<file path="src/rtl/mux32_rr_arbiter_pkg.sv">
// Shared types and constants for the round-robin 4:1 result-path arbiter.
package mux_arb_pkg;

  localparam int NUM_REQ = 4;
  localparam int SEL_W   = 2;

  typedef enum logic {
    ARB_IDLE,
    ARB_GRANT
  } arb_state_t;

  // Pointer names the last winner, so requester 0 is first in line out of reset.
  localparam logic [SEL_W-1:0] PTR_RST = 2'd3;

endpackage

</file>
<file path="src/rtl/mux32_rr_arbiter_if.sv">
// Requester and consumer bundle of the arbiter; slave is the arbiter's view.
interface mux32_rr_arbiter_if;
  import mux_arb_pkg::*;

  logic [NUM_REQ-1:0] REQ_VALID;
  logic [31:0]        REQ_DATA0;
  logic [31:0]        REQ_DATA1;
  logic [31:0]        REQ_DATA2;
  logic [31:0]        REQ_DATA3;
  logic [NUM_REQ-1:0] REQ_READY;
  logic               OUT_VALID;
  logic [31:0]        OUT_DATA;
  logic [SEL_W-1:0]   OUT_SRC;
  logic               OUT_READY;
  logic               BUSY;

  modport slave (
    input  REQ_VALID, REQ_DATA0, REQ_DATA1, REQ_DATA2, REQ_DATA3, OUT_READY,
    output REQ_READY, OUT_VALID, OUT_DATA, OUT_SRC, BUSY
  );

  modport master (
    output REQ_VALID, REQ_DATA0, REQ_DATA1, REQ_DATA2, REQ_DATA3, OUT_READY,
    input  REQ_READY, OUT_VALID, OUT_DATA, OUT_SRC, BUSY
  );

endinterface

</file>
<file path="src/rtl/mux32_4x1.sv">
// Existing 32-bit 4:1 data mux shared by all requesters.
module MUX32_4x1 (
  input  logic [31:0] I0,
  input  logic [31:0] I1,
  input  logic [31:0] I2,
  input  logic [31:0] I3,
  input  logic [1:0]  S,
  output logic [31:0] Y
);

  always_comb begin
    case (S)
      2'd0:    Y = I0;
      2'd1:    Y = I1;
      2'd2:    Y = I2;
      default: Y = I3;
    endcase
  end

endmodule

</file>
<file path="src/rtl/mux32_rr_arbiter_rr_pick4.sv">
// Rotating-priority picker: first valid requester after the pointer wins.
module rr_pick4
  import mux_arb_pkg::*;
(
  input  logic [NUM_REQ-1:0] i_valid,
  input  logic [SEL_W-1:0]   i_ptr,
  output logic [SEL_W-1:0]   o_winner,
  output logic               o_any_valid
);

  logic [SEL_W-1:0] w_idx;

  // Scan from lowest to highest priority so the closest candidate overwrites last.
  always_comb begin
    o_winner = '0;
    w_idx    = '0;
    for (int k = NUM_REQ; k >= 1; k--) begin
      w_idx = i_ptr + SEL_W'(k);
      if (i_valid[w_idx]) o_winner = w_idx;
    end
  end

  assign o_any_valid = |i_valid;

endmodule

</file>
<file path="src/rtl/mux32_rr_arbiter.sv">
// Round-robin arbiter with bounded bursts feeding a registered 32-bit output.
module mux32_rr_arbiter
  import mux_arb_pkg::*;
#(
  parameter int BURST_MAX = 4,
  parameter int CNT_W     = 4
) (
  input  logic CLK,
  input  logic RST,
  mux32_rr_arbiter_if.slave bus
);

  arb_state_t         r_state, w_state_nxt;
  logic [SEL_W-1:0]   r_ptr, w_ptr_nxt;
  logic [SEL_W-1:0]   r_owner, w_owner_nxt;
  logic [CNT_W-1:0]   r_cnt, w_cnt_nxt, w_cnt_inc;
  logic [SEL_W-1:0]   w_winner, w_sel;
  logic               w_any, w_accept, w_xfer;
  logic [NUM_REQ-1:0] w_ready;
  logic               r_out_valid;
  logic [31:0]        r_out_data, w_mux_y;
  logic [SEL_W-1:0]   r_out_src;

  rr_pick4 u_pick (
    .i_valid     (bus.REQ_VALID),
    .i_ptr       (r_ptr),
    .o_winner    (w_winner),
    .o_any_valid (w_any)
  );

  MUX32_4x1 u_mux (
    .I0 (bus.REQ_DATA0),
    .I1 (bus.REQ_DATA1),
    .I2 (bus.REQ_DATA2),
    .I3 (bus.REQ_DATA3),
    .S  (w_sel),
    .Y  (w_mux_y)
  );

  assign w_accept  = !r_out_valid || bus.OUT_READY;
  assign w_cnt_inc = r_cnt + CNT_W'(1);
  assign w_xfer    = |w_ready;

  always_comb begin
    w_state_nxt = r_state;
    w_ptr_nxt   = r_ptr;
    w_owner_nxt = r_owner;
    w_cnt_nxt   = r_cnt;
    w_ready     = '0;
    w_sel       = r_owner;
    case (r_state)
      ARB_IDLE: begin
        w_sel = w_winner;
        if (w_accept && w_any) begin
          w_ready[w_winner] = 1'b1;
          w_owner_nxt       = w_winner;
          w_cnt_nxt         = CNT_W'(1);
          if (BURST_MAX == 1) w_ptr_nxt = w_winner;
          else                w_state_nxt = ARB_GRANT;
        end
      end
      ARB_GRANT: begin
        // A vanished owner releases the burst at the cost of one bubble cycle.
        if (!bus.REQ_VALID[r_owner]) begin
          w_ptr_nxt   = r_owner;
          w_state_nxt = ARB_IDLE;
        end else if (w_accept) begin
          w_ready[r_owner] = 1'b1;
          w_cnt_nxt        = w_cnt_inc;
          if (w_cnt_inc == CNT_W'(BURST_MAX)) begin
            w_ptr_nxt   = r_owner;
            w_state_nxt = ARB_IDLE;
          end
        end
      end
      default: w_state_nxt = ARB_IDLE;
    endcase
  end

  always_ff @(posedge CLK or negedge RST) begin
    if (!RST) begin
      r_state     <= ARB_IDLE;
      r_ptr       <= PTR_RST;
      r_owner     <= '0;
      r_cnt       <= '0;
      r_out_valid <= 1'b0;
      r_out_data  <= '0;
      r_out_src   <= '0;
    end else begin
      r_state <= w_state_nxt;
      r_ptr   <= w_ptr_nxt;
      r_owner <= w_owner_nxt;
      r_cnt   <= w_cnt_nxt;
      if (w_xfer) begin
        r_out_valid <= 1'b1;
        r_out_data  <= w_mux_y;
        r_out_src   <= w_sel;
      end else if (bus.OUT_READY) begin
        r_out_valid <= 1'b0;
      end
    end
  end

  assign bus.REQ_READY = RST ? w_ready : '0;
  assign bus.OUT_VALID = r_out_valid;
  assign bus.OUT_DATA  = r_out_data;
  assign bus.OUT_SRC   = r_out_src;
  assign bus.BUSY      = (r_state == ARB_GRANT);

endmodule

</file>
<file path="src/flat_wrapper.sv">
// flat-port wrapper written by rule: the top's interface ports become plain ports
module mux32_rr_arbiter_flat import mux_arb_pkg::*;
#(
  parameter int BURST_MAX = 4,
  parameter int CNT_W     = 4
)
  (CLK, RST, bus_REQ_VALID, bus_REQ_DATA0, bus_REQ_DATA1, bus_REQ_DATA2, bus_REQ_DATA3, bus_OUT_READY, bus_REQ_READY, bus_OUT_VALID, bus_OUT_DATA, bus_OUT_SRC, bus_BUSY);
  mux32_rr_arbiter_if bus_i ();
  input  logic CLK;
  input  logic RST;
  input wire logic [$bits(bus_i.REQ_VALID)-1:0] bus_REQ_VALID;
  input wire logic [$bits(bus_i.REQ_DATA0)-1:0] bus_REQ_DATA0;
  input wire logic [$bits(bus_i.REQ_DATA1)-1:0] bus_REQ_DATA1;
  input wire logic [$bits(bus_i.REQ_DATA2)-1:0] bus_REQ_DATA2;
  input wire logic [$bits(bus_i.REQ_DATA3)-1:0] bus_REQ_DATA3;
  input wire logic [$bits(bus_i.OUT_READY)-1:0] bus_OUT_READY;
  output wire logic [$bits(bus_i.REQ_READY)-1:0] bus_REQ_READY;
  output wire logic [$bits(bus_i.OUT_VALID)-1:0] bus_OUT_VALID;
  output wire logic [$bits(bus_i.OUT_DATA)-1:0] bus_OUT_DATA;
  output wire logic [$bits(bus_i.OUT_SRC)-1:0] bus_OUT_SRC;
  output wire logic [$bits(bus_i.BUSY)-1:0] bus_BUSY;
  assign bus_i.REQ_VALID = bus_REQ_VALID;
  assign bus_i.REQ_DATA0 = bus_REQ_DATA0;
  assign bus_i.REQ_DATA1 = bus_REQ_DATA1;
  assign bus_i.REQ_DATA2 = bus_REQ_DATA2;
  assign bus_i.REQ_DATA3 = bus_REQ_DATA3;
  assign bus_i.OUT_READY = bus_OUT_READY;
  assign bus_REQ_READY = bus_i.REQ_READY;
  assign bus_OUT_VALID = bus_i.OUT_VALID;
  assign bus_OUT_DATA = bus_i.OUT_DATA;
  assign bus_OUT_SRC = bus_i.OUT_SRC;
  assign bus_BUSY = bus_i.BUSY;
  mux32_rr_arbiter #(.BURST_MAX(BURST_MAX), .CNT_W(CNT_W)) u_core (.CLK(CLK), .RST(RST), .bus(bus_i));
endmodule
</file>
<file path="config.mk">
export PLATFORM = sky130hd
export DESIGN_NAME = mux32_rr_arbiter_flat
export DESIGN_NICKNAME = d
export VERILOG_FILES = /design/src/rtl/mux32_rr_arbiter_pkg.sv /design/src/rtl/mux32_rr_arbiter_if.sv /design/src/rtl/mux32_4x1.sv /design/src/rtl/mux32_rr_arbiter_rr_pick4.sv /design/src/rtl/mux32_rr_arbiter.sv /design/src/flat_wrapper.sv
export SDC_FILE = /design/constraint.sdc
export NUM_CORES = 1
export LEC_CHECK = 0
export ABC_AREA = 1
export CORE_UTILIZATION = 40
export DETAILED_ROUTE_END_ITERATION = 12
export PLACE_DENSITY = 0.77
export SYNTH_ARGS = -nofsm -noshare
export SYNTH_HDL_FRONTEND = slang
export SYNTH_SLANG_ARGS = --single-unit
</file>
<file path="constraint.sdc">
create_clock -name CLK -period 2.5 [get_ports CLK]
set_input_delay 0.5 -clock CLK [delete_from_list [all_inputs] [get_ports CLK]]
set_output_delay 0.5 -clock CLK [all_outputs]
set_load 0.02 [all_outputs]
</file>
==> results.json, run 1 <==
{
  "vias_per_cell": 5.43,
  "synth.top_cell.area_share_pct": 31.4,
  "worstPathArrival_ns": 2.25,
  "syn-mean-instance-area_sq_um": 6.59,
  "netlist_area_sq_mm": 0.00334,
  "grt_first_pass_wirelength_um": 18600,
  "htree_levels": 2,
  "cts.path.max_buffers": 2,
  "fin_ws_ns": -0.250,
  "dieArea_sq_mm": 0.00872,
  "setup_viol": 36,
  "grt.met3_usage_pct": 9.19,
  "coreArea_sq_mm": 0.00789,
  "preCtsSetupSlack_ns": -0.686,
  "antenna_found_initial": 1,
  "synth_edf_count": 0,
  "relSlewSlack_pct": 46.5,
  "finalHoldViolCount": 0,
  "worstPathMaxFanout": 6,
  "max_cap_viol_count": 0,
  "ys_seq_elements": 44,
  "rsz0062_at_grt": "yes",
  "final_common_cell": "clkdlybuf4s50_1",
  "dpl.cell_count": 788,
  "drcViolationCount": 0,
  "synth_seq_area_share_pct": 33.0,
  "critical_path_buf_inv_count": 5,
  "p_per_area_mw_per_mm2": 1650,
  "status": "complete, but fails checks",
  "fin_setup_tns_ns": -3.02,
  "clkTransAtPathRegs_ns": 0.10,
  "grt_start_max_net_pins": 45,
  "hold_path_class": "primary input to async pin",
  "io_pins": 175,
  "start_util_pct": 42.4,
  "worst_setup_path_start_kind": "flop",
  "first_global_vias": 3940,
  "clock_skew_ns": 0.0181,
  "cpPeakStageDelay_ns": 0.59,
  "gp_congestion": 0.951,
  "clock_sinks": 44,
  "yosys_most_used_dff": "dfrtp_1",
  "critPathCaptureType": "output port",
  "fmax_mhz": 364,
  "rows": 32,
  "grt_util_met2_pct": 47.9,
  "gr-total-overflow": 0,
  "drt_iter0_drc": 179,
  "die_x_um": 93.4,
  "grtUsageTotal_pct": 26.8,
  "root_buffer": "clkbuf_8",
  "hold_buffers": 0,
  "yosysWarnings": 0,
  "async_reset_ff_share_pct": 100,
  "final_cell_mix": "clkdlybuf4s50_1 (165), nand2_1 (117), nand3_1 (46)",
  "cp_top_family": "simple AND/OR/NAND/NOR gates",
  "synth_nets": 644,
  "wl_per_cell_um": 17.4,
  "routed_wl_um": 14400,
  "io_buffers": 174,
  "synth_top_area_cell": "dfrtp_1",
  "diodes": 0,
  "netlist_instances": 507,
  "fin_nets": 862,
  "violations": "negative setup slack",
  "worstPathCellList": "buf_12 > inv_12 > nand2_4 > nand3_2 > nand2_2 > inv_2 > nand2_4 > nand2_2 > nand2_2 > nand2_4 > nor2_4 > nand2_1 > o21ai_1 > inv_1 > nor2_1 > buf_4",
  "busiest_layer": "met2",
  "antenna_left": 0,
  "layout-drive-gt1-share_pct": 28.0,
  "worst_ep_required_time_ns": 2.00,
  "critical_path_class": "flop to output port",
  "yosys-top-cells-area": "dfrtp_1 (31%), nand2_1 (16%), nand3_1 (8.8%)",
  "hpwlAfterDp_um": 8430,
  "worstMarginPinSlew_ns": 0.801,
  "cts_buffers": 5,
  "p_leak_nw": 2.97,
  "die_h_um": 93.4,
  "vias": 4492,
  "slowest_stage": "dfstp_2",
  "peakVddDrop_v": 0.000846,
  "grtUsageMet1_pct": 29.7,
  "area_delta_synth_final_pct": 92.1,
  "fin_crit_ns": 2.75,
  "cts_tree": "done",
  "clock_latency_ns": 0.31,
  "fin_cells": 828,
  "slew_violations": 0,
  "firstDrtPassIters": 5,
  "finalCritPeriodShare_pct": 110,
  "synth_cell_type_count": 30
}
cell type report:
class,instances,area (sq um)
clock buffer,5,68.8
clock inverter,3,42.5
fill,517,1470
inverter,45,184
multi-input combinational,387,2330
sequential,44,1100
tap,102,128
timing repair buffer,242,2560
power by group:
part	internal [mW]	switching, mW	leakage (nW)	total (mW)
Combinational	3.92	4.77	2.38	8.69
Clock	0.296	0.269	0.0541	0.565
Sequential	1.10	0.236	0.540	1.33
Total	5.31	5.27	2.97	10.6
cell families after synthesis:
family / share of synthesized area [%]
AOI/OAI and AO/OA: 13.9
xor gates and xnor gates: 0.524
adders and majority gates: 0.749
buffers and inverters: 11.9
DFF: 33.0
and+or+nand+nor: 39.9
through the flow:
step                      hold slack [ns]  area (sq um)  power, mW  utilization (%)
after floorplan                     0.204          3340       5.38                -
after global placement              0.461          5330       7.21             67.6
after detailed placement            0.464          5330       7.34             67.6
after CTS                           0.330          5580       8.16             70.7
after global routing                0.341          6420       11.2             81.4
final                               0.315          6420       10.6             81.4
per-layer routing:
layer	share of wire, %	up-vias	routed length [um]
met5	0.090	-	13
met4	3.1	2	454
met3	10	50	1450
met2	50	240	7280
met1	36	2112	5220
li1	-	2088	-
synthesized netlist by cell type (2+ instances only):
library cell	n
a21oi_1	4
buf_4	4
nand3_1	59
buf_12	2
o22ai_1	3
ha_1	2
o21ai_1	21
dfrtp_1	42
dfstp_2	2
nand2_2	6
a21oi_2	19
nand4_1	22
clkbuf_1	5
inv_1	39
inv_2	5
nor2_1	74
nand3_2	3
buf_6	5
o21ai_0	23
buf_2	16
nand2_1	142
path summary, 6_finish.rpt:
kind	cells after the start	slack, ns	to	startpoint
max	16	-0.25	bus_REQ_READY[2]	u_core.r_ptr[0]
min	2	0.31	u_core.r_owner[0]	RST
max reg2reg	19	-0.15	u_core.bus.OUT_DATA[7]	u_core.r_ptr[0]
min reg2reg	2	0.48	u_core.bus.OUT_DATA[22]	u_core.bus.OUT_DATA[22]
max in group asynchronous	2	1.77	u_core.bus.OUT_DATA[25]	RST
min in group CLK	2	0.48	u_core.bus.OUT_DATA[22]	u_core.bus.OUT_DATA[22]
worst register-to-register path, stage by stage, from the launching register on:
cell	delay, ns
dfstp_2	0.59
buf_12	0.14
inv_12	0.05
nand2_4	0.07
nand3_2	0.09
nand2_2	0.10
inv_2	0.05
nand2_4	0.07
nand3_4	0.08
buf_4	0.14
buf_4	0.12
buf_4	0.14
nand3_4	0.10
buf_12	0.12
nand2_8	0.10
buf_8	0.19
nand3_1	0.09
nand2_1	0.08
o21ai_1	0.15
nand2_1	0.06
flip-flops by register name, indices dropped and copies added, names as in the netlist:
register and flops:
u_core.bus.OUT_SRC 2, u_core.r_owner 2, u_core.bus.OUT_VALID 1, u_core.r_ptr 2
u_core.r_cnt 4, u_core.bus.BUSY 1, u_core.bus.OUT_DATA 32
timing repair:
action | in CTS | in global routing
endpoints found under the setup margin | 4 | 36
pin swaps | 20 | 48
gates resized for setup | 54 | 131
cloned | 0 | 11
buffers inserted | 9 | 13
Power figures use the tool's default switching activity.
==> inputs of run 2 (changes only) <==
CORE_MARGIN = 8   (was unset)
CORE_UTILIZATION = 36   (was 40)
PLACE_DENSITY = 0.73   (was 0.77)
clock period = 2.34 ns   (was 2.5 ns; I/O delays follow)
==> run 2 against run 1 <==
Compared with the run above: the flow still finishes with violations (negative setup slack); via count decreased by 4.0%; non-clock buffer count decreased by 3; final area decreased by 5.6%; critical endpoint is now bus_REQ_READY[3].
==> results.json, run 2 (synthesis gave the netlist of run 1 again) <==
{
  "status": "complete, but fails checks",
  "violations": "negative setup slack",
  "worst_ep_required_time_ns": 1.87,
  "antenna_found_initial": 0,
  "peakVddDrop_v": 0.000690,
  "root_buffer": "clkbuf_8",
  "fin_setup_tns_ns": -4.32,
  "antenna_left": 0,
  "gp_congestion": 0.870,
  "finalPower_mw": 10.3,
  "drt_iter0_drc": 271,
  "finalHoldViolCount": 0,
  "start_util_pct": 36.7,
  "critical_path_class": "flop to output port",
  "htree_levels": 2,
  "clock_sinks": 44,
  "fmax_mhz": 378,
  "routed_wl_um": 13800,
  "grt_start_max_net_pins": 46,
  "fin_nets": 858,
  "setup_viol": 36,
  "area_delta_synth_final_pct": 81.2,
  "wl_per_cell_um": 16.6,
  "rows": 35,
  "final_core_util_pct": 66.5,
  "max_cap_viol_count": 0,
  "worstPathMaxFanout": 4,
  "io_buffers": 174,
  "hpwlAfterDp_um": 9530,
  "worstPathArrival_ns": 2.18,
  "place_area_sq_mm": 0.00538,
  "fill_cells": 771,
  "fin_hold_ws_ns": 0.249,
  "final_common_cell": "clkdlybuf4s50_1",
  "grtUsageTotal_pct": 20.5,
  "die_h_um": 112,
  "fin_ws_ns": -0.308,
  "layout-drive-gt1-share_pct": 23.0,
  "final_cell_mix": "clkdlybuf4s50_1 (165), nand2_1 (117), nor2_1 (64)",
  "slew_violations": 0,
  "cts_buffers": 5,
  "hold_path_class": "primary input to async pin",
  "diodes": 0,
  "gr-total-overflow": 0,
  "first_global_vias": 4314,
  "dieArea_sq_mm": 0.0126,
  "p_per_area_mw_per_mm2": 1710,
  "firstDrtPassIters": 6,
  "vias": 4311,
  "grt_first_pass_wirelength_um": 21300,
  "cts.path.max_buffers": 2,
  "hold_buffers": 0,
  "fin_cells": 833,
  "p_leak_nw": 2.88,
  "worst_setup_path_start_kind": "flop",
  "clkTransAtPathRegs_ns": 0.09,
  "finalCritPeriodShare_pct": 113,
  "preCtsSetupSlack_ns": -0.817,
  "critPathCaptureType": "output port",
  "rsz0062_at_grt": "yes",
  "drcViolationCount": 0,
  "worstMarginPinSlew_ns": 0.625,
  "coreArea_sq_mm": 0.00911,
  "clock_skew_ns": 0.0135,
  "relSlewSlack_pct": 58.2,
  "fin_crit_ns": 2.65,
  "io_pins": 175,
  "largest_reg_flops": 32,
  "dpl.cell_count": 798,
  "clock_latency_ns": 0.30,
  "cts_tree": "done",
  "die_x_um": 112,
  "vias_per_cell": 5.18,
  "post-route-cell-area_sq_mm": 0.00606
}
==> run 2: changes by cell type in the layout (fill, tap and decap cells not counted), sizes merged <==
cell,before,now
nand2,149,148
buf,65,70
clkinv,1,2
bufinv,1,0
clkbuf,13,6
clkinvlp,1,0
==> run 2: path summary, 6_finish.rpt <==
check,startpoint,end,slack (ns),cells after the start
min reg2reg,u_core.bus.OUT_DATA[1],u_core.bus.OUT_DATA[1],0.48,2
max reg2reg,u_core.r_ptr[0],u_core.bus.OUT_DATA[12],-0.14,18
max,u_core.r_ptr[0],bus_REQ_READY[3],-0.31,14
max in group asynchronous,RST,u_core.bus.OUT_DATA[29],1.65,2
min in group CLK,u_core.bus.OUT_DATA[1],u_core.bus.OUT_DATA[1],0.48,2
min,RST,u_core.bus.BUSY,0.25,2
==> run 2: layout make-up <==
type	count	area, sq um	share of cell area [%]
inverters	45	174	2.87
flip-flops and latches	44	1100	18.2
multi-input cells	386	2090	34.5
repair buffers	239	2460	40.6
clock buffers	6	82.6	1.36
clock inverters	2	10.0	0.165
well taps	111	139	2.29
==> run 2: what timing repair did <==
action,in CTS,in global routing
pin swaps,20,24
endpoints found under the setup margin,22,36
gates cloned,6,0
resized for setup,81,42
setup buffers,12,10
==> run 2: worst max-delay path: stages, from the launching register on <==
cell and delay (ns):
dfstp_2 0.61, buf_6 0.15, nand2_4 0.05, nand2_4 0.08
nand2_2 0.08, nand2_2 0.09, inv_2 0.05, nand2_2 0.06
nand2_2 0.07, nand2_4 0.09, nand2_4 0.06, o22ai_2 0.18
inv_1 0.07, nor2_1 0.10, buf_4 0.14
==> run 2: power by group <==
group          total (mW)  internal (mW)  switching [mW]
combinational        8.41           3.84            4.57
sequential           1.40           1.17           0.233
clock               0.516          0.237           0.279
==> run 2: layer usage <==
metal | global-route usage, % | vias to the layer above | wire (um)
met5 | 0 | - | 0
met4 | 6.83 | 0 | 352
met3 | 6.60 | 30 | 1160
met2 | 37.1 | 188 | 7010
met1 | 22.1 | 2015 | 5320
li1 | - | 2078 | -
==> inputs of run 3 (changes only) <==
ABC_CLOCK_PERIOD_IN_PS = 2340   (was unset)
SLEW_MARGIN = 20   (was unset)
==> results of run 3 <==
No change in the layout: final DEF, timing and power equal those of run 2.
